<file path="config.mk">
export PLATFORM = sky130hd
export DESIGN_NAME = ex_mem_stage
export DESIGN_NICKNAME = d
export VERILOG_FILES = /design/src/rtl/ex_mem_stage.sv
export SDC_FILE = /design/constraint.sdc
export NUM_CORES = 1
export LEC_CHECK = 0
export CAP_MARGIN = 0
export CORE_MARGIN = 2
export CORE_UTILIZATION = 47
export DETAILED_ROUTE_END_ITERATION = 8
export PLACE_DENSITY = 0.85
export REMOVE_ABC_BUFFERS = 1
export SLEW_MARGIN = 10
export SYNTH_ARGS = -nofsm -noshare
export SYNTH_HDL_FRONTEND = slang
export SYNTH_SLANG_ARGS = --single-unit
</file>
<file path="constraint.sdc">
create_clock -name clk -period 4.4 [get_ports clk]
set_input_delay 0.44 -clock clk [delete_from_list [all_inputs] [get_ports clk]]
set_output_delay 0.44 -clock clk [all_outputs]
set_load 0.01 [all_outputs]
</file>
<file path="src/rtl/ex_mem_stage.sv">
// EX/MEM pipeline stage: captures ALU results and flags, resolves conditional
// branches, and buffers beats for memory/writeback in a 2-entry skid buffer.
// The head entry is also exposed for operand forwarding back to execute.
module ex_mem_stage #(
    parameter int DATA_W = 32,
    parameter int REG_W  = 4
) (
    input  logic              clk,
    input  logic              reset_n,
    input  logic              in_valid,
    output logic              in_ready,
    input  logic              flush_in,
    input  logic [DATA_W-1:0] alu_y,
    input  logic              alu_bga,
    input  logic              alu_bea,
    input  logic [REG_W-1:0]  in_dreg,
    input  logic              in_we,
    input  logic [2:0]        in_brop,
    input  logic [DATA_W-1:0] in_btarget,
    output logic              out_valid,
    input  logic              out_ready,
    output logic [DATA_W-1:0] out_result,
    output logic [REG_W-1:0]  out_dreg,
    output logic              out_we,
    output logic              branch_taken,
    output logic [DATA_W-1:0] branch_addr,
    output logic              fwd_valid,
    output logic [REG_W-1:0]  fwd_dreg,
    output logic [DATA_W-1:0] fwd_data
);

    localparam logic [1:0] StEmpty = 2'b00;
    localparam logic [1:0] StOne   = 2'b01;
    localparam logic [1:0] StTwo   = 2'b10;

    localparam logic [2:0] BrNone = 3'b000;
    localparam logic [2:0] BrBeq  = 3'b001;
    localparam logic [2:0] BrBne  = 3'b010;
    localparam logic [2:0] BrBgt  = 3'b011;
    localparam logic [2:0] BrBge  = 3'b100;
    localparam logic [2:0] BrBlt  = 3'b101;
    localparam logic [2:0] BrBle  = 3'b110;
    localparam logic [2:0] BrJump = 3'b111;

    logic [1:0]        state_q, state_d;
    logic              inReady_q, inReady_d;
    logic [DATA_W-1:0] mainResult_q, mainResult_d;
    logic [REG_W-1:0]  mainDreg_q, mainDreg_d;
    logic              mainWe_q, mainWe_d;
    logic [DATA_W-1:0] skidResult_q, skidResult_d;
    logic [REG_W-1:0]  skidDreg_q, skidDreg_d;
    logic              skidWe_q, skidWe_d;
    logic              branchTaken_q, branchTaken_d;
    logic [DATA_W-1:0] branchAddr_q, branchAddr_d;

    logic push;
    logic pop;
    logic storeWe;
    logic branchCond;

    assign out_valid = (state_q != StEmpty);
    assign push      = in_valid & inReady_q & ~flush_in;
    assign pop       = out_valid & out_ready;
    assign storeWe   = in_we & (in_dreg != '0);

    // Decode the branch condition from the ALU flags (only acted on when pushed)
    always_comb begin
        branchCond = 1'b0;
        unique case (in_brop)
            BrNone: branchCond = 1'b0;
            BrBeq:  branchCond = alu_bea;
            BrBne:  branchCond = ~alu_bea;
            BrBgt:  branchCond = ~alu_bga & ~alu_bea;
            BrBge:  branchCond = ~alu_bga;
            BrBlt:  branchCond = alu_bga;
            BrBle:  branchCond = alu_bga | alu_bea;
            BrJump: branchCond = 1'b1;
            default: branchCond = 1'b0;
        endcase
    end

    // Skid buffer next-state: main is always the head, skid only holds the second beat
    always_comb begin
        state_d      = state_q;
        mainResult_d = mainResult_q;
        mainDreg_d   = mainDreg_q;
        mainWe_d     = mainWe_q;
        skidResult_d = skidResult_q;
        skidDreg_d   = skidDreg_q;
        skidWe_d     = skidWe_q;
        unique case (state_q)
            StEmpty: begin
                if (push) begin
                    state_d      = StOne;
                    mainResult_d = alu_y;
                    mainDreg_d   = in_dreg;
                    mainWe_d     = storeWe;
                end
            end
            StOne: begin
                if (push && !pop) begin
                    state_d      = StTwo;
                    skidResult_d = alu_y;
                    skidDreg_d   = in_dreg;
                    skidWe_d     = storeWe;
                end else if (push && pop) begin
                    mainResult_d = alu_y;
                    mainDreg_d   = in_dreg;
                    mainWe_d     = storeWe;
                end else if (pop) begin
                    state_d = StEmpty;
                end
            end
            StTwo: begin
                if (pop) begin
                    state_d      = StOne;
                    mainResult_d = skidResult_q;
                    mainDreg_d   = skidDreg_q;
                    mainWe_d     = skidWe_q;
                end
            end
            default: state_d = StEmpty;
        endcase
        inReady_d = (state_d != StTwo);
    end

    // Branch resolution: one-cycle pulse, target held until the next taken branch
    always_comb begin
        branchTaken_d = push & branchCond;
        branchAddr_d  = branchAddr_q;
        if (push && branchCond) begin
            branchAddr_d = in_btarget;
        end
    end

    // State registers; an asynchronous reset drops any buffered beats
    always_ff @(posedge clk or negedge reset_n) begin
        if (!reset_n) begin
            state_q       <= StEmpty;
            inReady_q     <= 1'b1;
            mainResult_q  <= '0;
            mainDreg_q    <= '0;
            mainWe_q      <= 1'b0;
            skidResult_q  <= '0;
            skidDreg_q    <= '0;
            skidWe_q      <= 1'b0;
            branchTaken_q <= 1'b0;
            branchAddr_q  <= '0;
        end else begin
            state_q       <= state_d;
            inReady_q     <= inReady_d;
            mainResult_q  <= mainResult_d;
            mainDreg_q    <= mainDreg_d;
            mainWe_q      <= mainWe_d;
            skidResult_q  <= skidResult_d;
            skidDreg_q    <= skidDreg_d;
            skidWe_q      <= skidWe_d;
            branchTaken_q <= branchTaken_d;
            branchAddr_q  <= branchAddr_d;
        end
    end

    assign in_ready     = inReady_q;
    assign out_result   = mainResult_q;
    assign out_dreg     = mainDreg_q;
    assign out_we       = mainWe_q;
    assign branch_taken = branchTaken_q;
    assign branch_addr  = branchAddr_q;
    assign fwd_valid    = out_valid & mainWe_q;
    assign fwd_dreg     = mainDreg_q;
    assign fwd_data     = mainResult_q;

endmodule

</file>
# --- After elaboration in Yosys (flattened, before gate mapping) ---
# Cells that the tools add are included.
word_totals:
  ff_bits: 110
  in_bits: 79
  out_inout_bits: 109
  word_cells: 68
classes:
  eq_ne: 14
  mux: 22
  bitwise_logic: 11
  reduce_logical: 11
op_table:
  columns: ["operator", "count"]
  rows:
  - ["$mux W32", 4]
  - ["$pmux W32 S3", 1]
  - ["$mux W4", 4]
  - ["$eq A3 B3 Y1 const B", 4]
  - ["$pmux W4 S3", 1]
  - ["$mux W2", 5]
  - ["$ne A2 B2 Y1 const B", 5]
  - ["$pmux W1 S8", 1]
  - ["$and A1 B1 Y1", 7]
  - ["$eq A3 B2 Y1 const B", 2]
  - ["$pmux W2 S3", 1]
  - ["$reduce_and A5 Y1", 1]
  - ["$mux W1", 4]
  - ["$reduce_bool A4 Y1", 1]
  - ["$eq A3 B1 Y1 const B", 1]
  - ["$logic_and A1 B1 Y1", 3]
  - ["$logic_not A3 Y1", 1]
  - ["$not A1 Y1", 3]
  - ["$pmux W1 S3", 1]
  - ["$reduce_bool A3 Y1", 1]
  - ["$eq A2 B1 Y1 const B", 1]
  - ["$eq A2 B2 Y1 const B", 1]
  - ["$logic_not A2 Y1", 1]
  - ["$reduce_and A2 Y1", 1]
  - ["other kinds (3)", 3]

# --- Depth between registers and ports, before layout ---
depth:
  word_depth: 7
  mapped_depth: 6
  mapped_depth_nobuf: 4

# --- Least setup slack after synthesis ---
# Ideal clock, no wire load.
synth_timing:
  kind: "input to register"
  startpoint: "in in_brop[0]"
  endpoint: "reg branchAddr_q[10], in the netlist branch_addr[10]"
  setup_time_ns: 0.125
  t_arrival_ns: 1.620
  t_required_ns: 4.275
  setup_slack_ns: 2.655
  stages: 6
  n_path_buf: 2
  cell_sequence: "nor2b_1 a221o_1 and3_1 buf_6 buf_12 mux2_4"
synth_via:
  elab_chain_cells: 3
  word_cells_on_any_way: 10
  classes_between: "eq/ne (7); mux (1); reduce/logical (2)"
synth_lines:
  columns: ["element", "line_no", "text"]
  rows:
  - ["from (decl)", "18", "input logic [2:0] in_brop,"]
  - ["$eq A3 B3 Y1, or another cell as far along", "69", "unique case (in_brop)"]
  - ["$pmux W1 S8 (*)", "69", null]
  - ["$logic_and A1 B1 Y1 (*)", "131", "if (push && branchCond) begin"]
  - ["to (signal assigned)", "159", "branchAddr_q <= branchAddr_d;"]
  - ["to (decl)", "54", "logic [DATA_W-1:0] branchAddr_q, branchAddr_d;"]
# Every way passes the cells marked *; elsewhere a longest branch is shown, timed or not.
# A chain may end at the register's enable or synchronous reset.

# --- Worst setup path after layout ---
layout_timing:
  startpoint: "in in_brop[0]"
  endpoint: "reg branchAddr_q[0], in the netlist branch_addr[0]"
# The elaborated chain is that of the path after synthesis.

==> results.sh <==
export IMPL_yosys_area_share_xor_xnor_pct=0
export IMPL_status="finished clean"
export IMPL_cts_repair_timing_setup_buffer_count=0
export IMPL_synthMuxAreaShare_pct=18.11
export IMPL_tightestPinTransition_ns=1.011
export IMPL_cts_repair_resize_count=0
export IMPL_vias=3542
export IMPL_detailed_place_hpwl_mm=8.296
export IMPL_cts_root_buffer_cell="clkbuf_8"
export IMPL_syn_mean_instance_area_um2=11.80
export IMPL_clockBufferDepth=2
export IMPL_dr_pass1_iters=4
export IMPL_finalSetupViolations=0
export IMPL_r2r_startpoint="in_ready$_DFF_PN1_"
export IMPL_final_cells=694
export IMPL_antenna_diode_count=0
export IMPL_ys_types=30
export IMPL_detail_route_antenna_nets=0
export IMPL_cp_slowest_cell="and3_2"
export IMPL_placed_cells_incl_taps=680
export IMPL_worstSetupPathDepth=5
export IMPL_initial_standard_cell_utilization_of_the_core_pct=47.95
export IMPL_fin_hold_viols=0
export IMPL_core_area_um2=10180
export IMPL_post_synth_fa_ha_maj_area_fraction_pct=0
export IMPL_layout_nets=634
export IMPL_postSynthCellCount=414
export IMPL_path_max_fanout=33
export IMPL_class_of_the_tightest_hold_or_removal_check="primary input to async pin"
export IMPL_finalCriticalPeriod_ns=2.354
export IMPL_postLayoutCoreUtil_pct=66.09
export IMPL_wl_per_cell_um=16.70
export IMPL_cp_endpoint_kind="flop"
export IMPL_critical_path_top_delay_family="simple AND/OR/NAND/NOR gates"
export IMPL_rr_worst_depth=4
export IMPL_synth_simple_area_share_pct=10.50
export IMPL_htree_levels=3
export IMPL_rsz0062_at_grt="false"
export IMPL_numCtsBuffers=9
export IMPL_r2r_setup_slack_ns=2.09
export IMPL_maxCapViolCount=0
export IMPL_cts_hold_fix_buffers=0
export IMPL_worst_setup_path_start_kind="primary input"
export IMPL_first_global_vias=3531
export IMPL_crit_buf_inv=1
export IMPL_drive_gt1_share_pct=16.31
export IMPL_grt_pass1_wl_mm=18.47
export IMPL_worstPathCellList="clkdlybuf4s50_1 > nor2b_1 > a221o_1 > and3_2 > mux2_2"
export IMPL_critPathArrivalTime_ns=2.60
export IMPL_timing_slew_headroom_pct=32.59
export IMPL_synthesized_flop_and_latch_total=110
export IMPL_placement_io_buffers=187
export IMPL_synth_compound_gate_area_share_pct=6.149
export IMPL_num_io_pins=188
export IMPL_setup_tns_ns=0
export IMPL_timing_max_transition_violations_final=0
export IMPL_timing_critical_path_from="in_brop[0]"
export IMPL_cts_tree="done"
export IMPL_globalplace_congestion=0.7542
export IMPL_detail_routed_via_count_per_cell=5.104
export IMPL_yosysSeqAreaShare_pct=56.39
export IMPL_synth_top_family_by_area="multiplexers"
export IMPL_die_w_um=105.9
export IMPL_routed_wirelength_mm=11.59
export IMPL_timing_rr_end="branch_addr[0]$_DFFE_PN0P_"
export IMPL_total_leakage_power_nw=2.866
export IMPL_globalRouteTotalUtil_pct=20.96
export IMPL_initial_antenna_violation_count=0
export IMPL_hold_ws_ns=0.2152
export IMPL_clock_fmax_ghz=0.4248
export IMPL_layout_fillers=774
export IMPL_critical_path_endpoint="branch_addr[0]$_DFFE_PN0P_"
export IMPL_worst_endpoint_required_ns=4.65
export IMPL_number_of_rows_created_at_floorplan=37
export IMPL_syn2layout_area_growth_pct=37.84
export IMPL_vdd_ir_drop_max_v=0.0003718
export IMPL_floorplan_die_height_um=105.9
export IMPL_finalClockSkew_ns=0.008338
export IMPL_sinks_on_the_clock_net=110
export IMPL_global_route_overflow_total=0
export IMPL_grt_max_degree=75
export IMPL_period_share_pct=53.50
export IMPL_cts_clk_slew_worst_paths_ns=0.09
export IMPL_yosysWarnings=0
export IMPL_worst_path_largest_cell_delay_ns=0.86
export IMPL_insertion_delay_ns=0.36
export IMPL_worstSetupPathType="primary input to flop"
export IMPL_dieArea_um2=11220
export IMPL_syn_cell_area_um2=4883
export IMPL_power_density_cell_area_nw_per_um2=516.1
export IMPL_drc_errors=0
export IMPL_drt_iter0_drc=173
[flip-flops by register name (all words and copies together) (netlist names)]
register      count
in_ready          1
branch_addr      32
skidWe_q          1
fwd_dreg          4
out_we            1
branch_taken      1
skidResult_q     32
state_q           2
fwd_data         32
skidDreg_q        4
[final cells by class]
class | count | area, um2 | area share, %
clock buffers | 13 | 158.9 | 2.361
clock inverters | 1 | 30.03 | 0.4461
inverters | 1 | 3.754 | 0.05576
multi-input cells | 243 | 1723 | 25.59
flip-flops and latches | 110 | 2754 | 40.91
well taps | 136 | 170.2 | 2.528
repair buffers | 190 | 1892 | 28.10
[how the worst min path moves through the flow]
stage                                     from                    endpoint  slack, ns  cells past startpoint
final                                  reset_n    fwd_data[31]$_DFFE_PN0P_       0.22                      1
after global routing                   reset_n    fwd_data[15]$_DFFE_PN0P_       0.27                      1
after CTS                              reset_n     fwd_data[9]$_DFFE_PN0P_       0.23                      1
after detailed placement  skidWe_q$_DFFE_PN0P_        skidWe_q$_DFFE_PN0P_       0.48                      2
after global placement    skidWe_q$_DFFE_PN0P_        skidWe_q$_DFFE_PN0P_       0.47                      2
after floorplan                        reset_n  branch_addr[0]$_DFFE_PN0P_       0.14                      0
[cells in the final DEF, fill, tap and decap left out, types with 2 or more instances in the layout]
cell,instances
nor2_1,39
a21oi_1,5
nand3b_1,2
o21ai_0,2
buf_4,4
clkbuf_1,2
dfrtp_1,109
nor2b_1,3
clkbuf_8,11
nand2_1,74
mux2_2,39
a31oi_1,36
mux2_4,29
clkdlybuf4s50_1,186
[report_power, final]
group,total [mW],switching (mW),internal [mW]
Clock,0.594,0.305,0.289
Sequential,1.57,0.221,1.35
Combinational,1.31,0.482,0.829
[logic make-up after synthesis]
logic type | after synthesis
flops | 110
compound gates | 48
mux | 69
simple gates | 126
buf+inv | 61
[layer usage]
metal	track usage (%)	vias to the layer above	share of wire, %
met2	37.19	126	52
met4	4.417	0	0.89
met5	0	-	0
met1	24.84	1758	40
li1	-	1648	-
met3	6.990	10	7.3
[synthesized netlist by cell type (all sizes together)]
cell type / instances / area share [%]
dfrtp: 109 / 56
nand2: 75 / 5.8
mux2: 68 / 18
buf: 54 / 8.3
nor2: 39 / 3.0
a31oi: 36 / 4.6
clkbuf: 6 / 0.46
a21oi: 5 / 0.51
nor2b: 4 / 0.51
nand3b: 2 / 0.31
o21ai: 2 / 0.20
a21o: 1 / 0.15
a221o: 1 / 0.20
and2: 1 / 0.13
and3: 1 / 0.13
and4bb: 1 / 0.26
dfstp: 1 / 0.54
inv: 1 / 0.077
mux2i: 1 / 0.20
nand2b: 1 / 0.13
nor3b: 1 / 0.15
o22ai: 1 / 0.13
o31ai: 1 / 0.15
o41ai: 1 / 0.18
or2: 1 / 0.13
[stage by stage]
| step | power (mW) | area, um2 | setup WS [ns] |
|---|---|---|---|
| after floorplan | 2.097 | 4456 | -0.7705 |
| after global placement | 2.846 | 6543 | 1.744 |
| after detailed placement | 2.913 | 6543 | 1.672 |
| after CTS | 3.515 | 6731 | 2.077 |
| after global routing | 3.677 | 6731 | 1.963 |
| final | 3.474 | 6731 | 2.046 |
Power figures use the tool's default switching activity.
